--- src/rtl/uart_pkg.sv ---
// ============================================================================
// uart_pkg : shared UART state encodings and baud helpers
// Rev 1.0
// ============================================================================
`timescale 1ns/1ps
`default_nettype none

package uart_pkg;

  // Same encodings as the transmitter, so both sides decode state the same way
  localparam logic [2:0] IDLE      = 3'd0;
  localparam logic [2:0] START_BIT = 3'd1;
  localparam logic [2:0] DATA_BITS = 3'd2;
  localparam logic [2:0] STOP_BIT  = 3'd3;
  localparam logic [2:0] WAIT_HIGH = 3'd4;

  typedef enum logic [2:0] {
    RX_IDLE      = IDLE,
    RX_START_BIT = START_BIT,
    RX_DATA_BITS = DATA_BITS,
    RX_STOP_BIT  = STOP_BIT,
    RX_WAIT_HIGH = WAIT_HIGH
  } rx_state_e;

  function automatic int clks_per_bit(input int sys_clock, input int baud);
    return sys_clock / baud;
  endfunction

endpackage

`default_nettype wire

--- src/rtl/sync_2ff.sv ---
// ============================================================================
// sync_2ff : two-flop synchroniser for one asynchronous input bit
// Rev 1.0
// ============================================================================
`timescale 1ns/1ps
`default_nettype none

module sync_2ff #(
  parameter logic RESET_VAL = 1'b1
) (
  input  logic clk,
  input  logic rst_n,
  input  logic i_async,
  output logic o_sync
);

  logic meta_q;
  logic sync_q;

  always_ff @(posedge clk) begin
    if (!rst_n) begin
      meta_q <= RESET_VAL;
      sync_q <= RESET_VAL;
    end else begin
      meta_q <= i_async;
      sync_q <= meta_q;
    end
  end

  assign o_sync = sync_q;

endmodule

`default_nettype wire

--- src/rtl/uart_rx.sv ---
// ============================================================================
// uart_rx : 8N1 UART receiver with mid-bit sampling and framing-error flag
// Rev 1.0
// ============================================================================
`timescale 1ns/1ps
`default_nettype none

module uart_rx
  import uart_pkg::*;
#(
  parameter int SYS_CLOCK     = 50000000,
  parameter int UART_BAUDRATE = 115200
) (
  input  logic       i_SysClock,
  input  logic       i_ResetN,
  input  logic       i_RxSerial,
  output logic [7:0] o_RxByte,
  output logic       o_RxValid,
  output logic       o_FrameErr,
  output logic       o_Busy
);

  localparam int CLKS_PER_BIT = clks_per_bit(SYS_CLOCK, UART_BAUDRATE);
  localparam int HALF_BIT     = CLKS_PER_BIT / 2;
  localparam int TW           = $clog2(CLKS_PER_BIT) + 1;

  localparam logic [TW-1:0] HALF_M1 = TW'(HALF_BIT - 1);
  localparam logic [TW-1:0] BIT_M1  = TW'(CLKS_PER_BIT - 1);

  logic rx_s;

  rx_state_e       state_q, state_d;
  logic [TW-1:0]   timer_q, timer_d;
  logic [2:0]      bit_cnt_q, bit_cnt_d;
  logic [7:0]      shift_q, shift_d;
  logic [7:0]      byte_q, byte_d;
  logic            valid_q, valid_d;
  logic            ferr_q, ferr_d;

  sync_2ff #(
    .RESET_VAL (1'b1)
  ) u_rx_sync (
    .clk     (i_SysClock),
    .rst_n   (i_ResetN),
    .i_async (i_RxSerial),
    .o_sync  (rx_s)
  );

  always_ff @(posedge i_SysClock) begin
    if (!i_ResetN) begin
      state_q   <= RX_IDLE;
      timer_q   <= '0;
      bit_cnt_q <= '0;
      shift_q   <= '0;
      byte_q    <= '0;
      valid_q   <= 1'b0;
      ferr_q    <= 1'b0;
    end else begin
      state_q   <= state_d;
      timer_q   <= timer_d;
      bit_cnt_q <= bit_cnt_d;
      shift_q   <= shift_d;
      byte_q    <= byte_d;
      valid_q   <= valid_d;
      ferr_q    <= ferr_d;
    end
  end

  always_comb begin
    state_d   = state_q;
    timer_d   = timer_q;
    bit_cnt_d = bit_cnt_q;
    shift_d   = shift_q;
    byte_d    = byte_q;
    valid_d   = 1'b0;
    ferr_d    = 1'b0;

    case (state_q)
      RX_IDLE: begin
        timer_d = '0;
        if (!rx_s) state_d = RX_START_BIT;
      end

      RX_START_BIT: begin
        timer_d = timer_q + TW'(1);
        if (timer_q == HALF_M1) begin
          timer_d = '0;
          // A start bit that is gone by mid-bit was a glitch
          if (!rx_s) begin
            state_d   = RX_DATA_BITS;
            bit_cnt_d = '0;
          end else begin
            state_d = RX_IDLE;
          end
        end
      end

      RX_DATA_BITS: begin
        timer_d = timer_q + TW'(1);
        if (timer_q == BIT_M1) begin
          timer_d   = '0;
          shift_d   = {rx_s, shift_q[7:1]};
          bit_cnt_d = bit_cnt_q + 3'd1;
          if (bit_cnt_q == 3'd7) state_d = RX_STOP_BIT;
        end
      end

      RX_STOP_BIT: begin
        timer_d = timer_q + TW'(1);
        if (timer_q == BIT_M1) begin
          timer_d = '0;
          if (rx_s) begin
            byte_d  = shift_q;
            valid_d = 1'b1;
            state_d = RX_IDLE;
          end else begin
            ferr_d  = 1'b1;
            state_d = RX_WAIT_HIGH;
          end
        end
      end

      RX_WAIT_HIGH: begin
        // Swallow a held-low break so it yields only one error pulse
        timer_d = '0;
        if (rx_s) state_d = RX_IDLE;
      end

      default: begin
        state_d = RX_IDLE;
        timer_d = '0;
      end
    endcase
  end

  assign o_RxByte   = byte_q;
  assign o_RxValid  = valid_q;
  assign o_FrameErr = ferr_q;
  assign o_Busy     = (state_q != RX_IDLE);

endmodule

`default_nettype wire

--- config.mk ---
export PLATFORM = sky130hd
export DESIGN_NAME = uart_rx
export DESIGN_NICKNAME = d
export VERILOG_FILES = /design/src/rtl/uart_pkg.sv /design/src/rtl/sync_2ff.sv /design/src/rtl/uart_rx.sv
export SDC_FILE = /design/constraint.sdc
export NUM_CORES = 1
export LEC_CHECK = 0
export ABC_AREA = 1
export ABC_CLOCK_PERIOD_IN_PS = 3200
export BUFFER_PORTS_ARGS = -buffer_cell sky130_fd_sc_hd__buf_2
export CORE_ASPECT_RATIO = 0.9
export CORE_MARGIN = 2
export CORE_UTILIZATION = 55
export CTS_CLUSTER_SIZE = 8
export DETAILED_ROUTE_END_ITERATION = 12
export PLACE_DENSITY = 0.81
export SLEW_MARGIN = 20
export SYNTH_ARGS = -nofsm -noshare
export SYNTH_HDL_FRONTEND = slang
export SYNTH_SLANG_ARGS = --single-unit
--- constraint.sdc ---
create_clock -name i_SysClock -period 3.2 [get_ports i_SysClock]
set_input_delay 0.64 -clock i_SysClock [delete_from_list [all_inputs] [get_ports i_SysClock]]
set_output_delay 0.64 -clock i_SysClock [all_outputs]
set_load 0.005 [all_outputs]
# [Yosys cells after proc, flatten, opt, wreduce, memory -nomap -nowiden]
# Index checks and enable logic that the tools add are counted.
[totals] wordCells=52 inputBits=3 n_memories=0 latchBits=0 out_inout_bits=11 mem_bits_ro=0 ff_bits=36 mem_bits_rw=0
[classes] add_sub_neg=2 reduce_logical=9 bitwise_logic=0 order_cmp=0 eq_ne=14 div=0 muxes=18 n_shift=0 mul=0
[ops] cell="two-way mux 3 bit" count=10
[ops] cell="two-way mux 10 bit" count=2
[ops] cell="case mux 10 bit (2 select lines)" count=1
[ops] cell="case mux 3 bit (5 select lines)" count=1
[ops] cell="!= test 2 bit, second input constant" count=6
[ops] cell="adder 10 x 1 -> 10 bit, second input constant" count=1
[ops] cell="== test 10 x 8 -> 1 bit, second input constant" count=1
[ops] cell="== test 10 x 9 -> 1 bit, second input constant" count=1
[ops] cell="== test 3 x 2 -> 1 bit, second input constant" count=2
[ops] cell="== test 3 bit, second input constant" count=2
[ops] cell="case mux 3 bit (2 select lines)" count=1
[ops] cell="AND reduction 3 bit" count=2
[ops] cell="AND reduction 6 bit" count=1
[ops] cell="AND reduction 4 bit" count=1
[ops] cell="adder 3 x 1 -> 3 bit, second input constant" count=1
[ops] cell="== test 3 x 1 -> 1 bit, second input constant" count=1
[ops] cell="logical NOT 3 bit" count=1
[ops] cell="nonzero test 3 bit" count=1
[ops] cell="two-way mux 1 bit" count=2
[ops] cell="two-way mux 2 bit" count=1
[ops] cell="!= test 2 x 1 -> 1 bit, second input constant" count=1
[ops] cell="AND reduction 2 bit" count=1
[ops] cell="nonzero test 2 bit" count=1
[ops] cell="OR reduction 2 bit" count=1

# [Longest topological paths before layout]
[depth] word_depth=4 ltp_mapped=10 depth_no_buf=10

# [Hierarchy]
# From an unflattened synthesis, not the netlist that was laid out.
[hier_totals] hier_cells=211 area_unflattened_um2=1645.3
[modules_own_cells] module="uart_rx" cells_per_inst=205 area_each_um2=1590.3 n_inst=1 seq_area_each_um2=680.7
[modules_own_cells] module="sync_2ff" cells_per_inst=6 area_each_um2=55.1 n_inst=1 seq_area_each_um2=40.0

# [Least setup slack after synthesis]
# OpenSTA, ideal clock, no wires.
[synth_timing] path_kind="register to register" startpoint="register timer_q[0]" endpoint="register shift_q[0]" path_stages_with_launch=7 setup_time_ns=0.117 path_slack_ns=1.675 arrival_ns=1.408 n_path_buf=0 t_required_ns=3.083 period_less_slack_ns=1.525 cell_sequence="dfxtp_1 -> ha_1 -> nand2_1 -> nor2_1 -> nand4_1 -> o21ai_0 -> nor2_1"
[synth_between] elab_chain_len=2
[synth_lines] element="start, declared" line="uart_rx.sv:33" rtl="logic [TW-1:0] timer_q, timer_d;"
[synth_lines] element="start signal, assigned" line="uart_rx.sv:60" rtl="timer_q <= timer_d;"
[synth_lines] element="== test 10 x 9 -> 1 bit" line="uart_rx.sv:100" rtl="if (timer_q == BIT_M1) begin"
[synth_lines] element="AND reduction 2 bit (no line)"
[synth_lines] element="end signal, assigned" line="uart_rx.sv:62" rtl="shift_q <= shift_d;"
[synth_lines] element="end, declared" line="uart_rx.sv:35" rtl="logic [7:0] shift_q, shift_d;"
# Every way passes these cells.
# A chain may end at the register's enable or synchronous reset.

# [Worst setup path after layout]
# Same ends and word-level chain as after synthesis.

==> results.json <==
{
  "worstPathRequired_ps": 3450,
  "grt_remaining_overflow": 0,
  "slew_violations": 0,
  "grt_pass1_wl_microns": 5060,
  "cp_max_fo": 10,
  "clock-sinks": 36,
  "min_path_type": "reg2reg",
  "relSlewSlack": 0.710,
  "wl_per_cell_microns": 10.8,
  "syn_inst": 206,
  "fp.coreArea_sq_um": 2790,
  "route.detailed.drc": 0,
  "cp-start-kind": "flop",
  "rr_endpoint": "shift_q[0]",
  "hold_buffers": 0,
  "cts_buffers": 5,
  "seq_area_frac_synth": 0.440,
  "setup_viol": 0,
  "synth.avg_cell_area_sq_um": 7.96,
  "endpoint": "shift_q[0]",
  "startpoint": "timer_q[0]",
  "grt.total_usage": 0.194,
  "syn2layout_area_growth_pct": 11.0,
  "clkSlewWorstSetupHoldPaths_ps": 110,
  "fin_nets": 231,
  "ctsResizeCount": 0,
  "dieArea_sq_um": 3430,
  "start_util": 0.587,
  "grt_antenna_before_repair": 0,
  "path_buf_inv": 0,
  "final_hold_viol_count": 0,
  "layout_min_cycle_time_ps": 1800,
  "ir_drop_uv": 339,
  "run_status": "finished, final reports clean",
  "die_h_microns": 55.8,
  "max_stage_delay_ps": 490,
  "num-fill-cells": 261,
  "rsz0062_at_grt": "no",
  "worstPathCellList": "ha_1 > nand2_1 > nor2_1 > nand4_1 > o21ai_0 > nor2_1",
  "cap_violations": 0,
  "die_w_microns": 61.5,
  "finalWirelength_microns": 2840,
  "ioPinCount": 14,
  "yosysUniqueCellTypes": 30,
  "clkLatencyLatePin_ps": 350,
  "ant_nets": 0,
  "buffer_ports.inserted": 13,
  "finalPower_mw": 1.10,
  "diodes": 0,
  "cts_tree": "done",
  "crit_top_cell": "nor2_1",
  "synth_area_sq_um": 1640,
  "cp_num_cells": 6,
  "clockBufferDepth": 2,
  "vias_per_cell": 5.02,
  "min_period_over_period": 0.562,
  "rrSetupSlack_ps": 1400,
  "firstDrtPassIters": 4,
  "max_freq_mhz": 556,
  "cts_root_buffer": "clkbuf_4",
  "vias": 1326,
  "cts_max_level": 2,
  "r2r_start": "timer_q[0]",
  "fin_util": 0.651,
  "grt_pass1_vias": 1182,
  "worstMarginPinSlew_ps": 433,
  "finClkSkew_ps": 12.6,
  "drive_above_1_share": 0.237,
  "path_class": "reg2reg",
  "arrival_ps": 2050,
  "cp-end-kind": "flop",
  "post_cts_buffers": 0,
  "cpLargestDelayFamily": "simple AND/OR/NAND/NOR gates",
  "setup_tns_ps": 0,
  "ys_ff_latch": 36,
  "place_hpwl_microns": 2050,
  "slowest_stage": "dfxtp_1",
  "first_iter_violations": 85,
  "ys_warn_count": 0,
  "reg2reg_depth": 6,
  "total_leakage_power_nw": 0.767,
  "row_count": 18,
  "synth_fp_nets": 214,
  "grt_max_degree": 23,
  "power.density_nw_per_um2": 606,
  "gp_congestion": 0.869
}
power breakdown:
group	internal [mW]	switching (mW)	total, mW	leakage, nW
Clock	0.167	0.161	0.328	0.0418
Sequential	0.469	0.0376	0.507	0.291
Combinational	0.0926	0.175	0.268	0.434
Total	0.729	0.374	1.10	0.767
how the worst min path moves through the flow:
stage | cells past startpoint | slack, ps | endpoint | start
5_1_grt | 1 | 440 | u_rx_sync.o_sync | u_rx_sync.meta_q
2_1_floorplan | 1 | 390 | u_rx_sync.o_sync | u_rx_sync.meta_q
3_3_place_gp | 1 | 400 | u_rx_sync.o_sync | u_rx_sync.meta_q
3_5_place_dp | 1 | 400 | u_rx_sync.o_sync | u_rx_sync.meta_q
6_report | 1 | 420 | u_rx_sync.o_sync | u_rx_sync.meta_q
4_1_cts | 1 | 430 | u_rx_sync.o_sync | u_rx_sync.meta_q
cells in the final DEF (no fill, tap or decap), types with 2 or more instances in the layout:
master	instances
a21oi_1	4
buf_2	13
clkbuf_4	5
dfxtp_1	36
ha_1	5
inv_1	13
inv_2	3
nand2_1	26
nand2_2	5
nand3_1	7
nand4_1	4
nor2_1	46
nor2_2	12
nor2_4	2
nor3_1	3
nor3_4	2
o21ai_0	18
or2_2	2
xnor2_1	2
xor2_1	3
metal layers:
metal | up-vias | GRT usage | wire length (microns)
li1 | 698 | - | -
met1 | 589 | 0.282 | 1480
met2 | 33 | 0.266 | 1160
met3 | 6 | 0.0837 | 162
met4 | 0 | 0.0456 | 39
met5 | - | 0 | 0
cell usage after synthesis (all sizes together):
cell / n / area share
clkbuf: 2 / 0.0046
nor2: 60 / 0.16
nor4: 1 / 0.0038
a21oi: 4 / 0.012
clkinv: 1 / 0.0031
xnor2: 2 / 0.011
xor2: 3 / 0.016
nand3b: 1 / 0.0046
nand4: 5 / 0.023
dfxtp: 36 / 0.44
o211ai: 2 / 0.018
nand3: 9 / 0.038
nor3: 5 / 0.029
nand2: 32 / 0.085
inv: 16 / 0.037
buf: 1 / 0.0069
ha: 5 / 0.038
o21ai: 19 / 0.058
or2: 2 / 0.0076
flip-flops by register name, summed over array words and instances (netlist names):
register          count
state_q               3
timer_q              10
o_FrameErr            1
u_rx_sync.o_sync      1
shift_q               8
u_rx_sync.meta_q      1
o_RxByte              8
bit_cnt_q             3
o_RxValid             1
cell families (layout without fill, tap and decap cells):
family	after synthesis	in the layout	share of synthesized area
AO/OA/AOI/OAI	25	25	0.0878
XOR/XNOR	5	5	0.0267
adder cells (fa/ha/maj)	5	5	0.0382
buffers and inverters	20	38	0.0511
flip-flops	36	36	0.440
AND/OR/NAND/NOR	115	115	0.356
layout make-up:
| class | count | area (sq um) | area share |
|---|---|---|---|
| clock buffers | 5 | 37.5 | 0.0206 |
| inverters | 17 | 65.1 | 0.0358 |
| repair buffers | 13 | 65.1 | 0.0358 |
| flip-flops and latches | 36 | 721 | 0.396 |
| well taps | 40 | 50.0 | 0.0275 |
| multi-input cells | 150 | 835 | 0.459 |
| clock inverters | 3 | 46.3 | 0.0254 |
per-stage QoR:
| step | cell area [sq um] | hold slack (ps) | instances | worst slack (ps) |
|---|---|---|---|---|
| 6_report | 1820 | 424 | 264 | 1400 |
| 5_1_grt | 1820 | 441 | 264 | 1160 |
| 4_1_cts | 1820 | 425 | 264 | 1380 |
| 3_5_place_dp | 1740 | 400 | 256 | 1400 |
| 3_3_place_gp | 1740 | 396 | 256 | 1480 |
| 2_1_floorplan | 1640 | 393 | 206 | 1680 |
No activity file was read; power rests on OpenSTA's default activity.
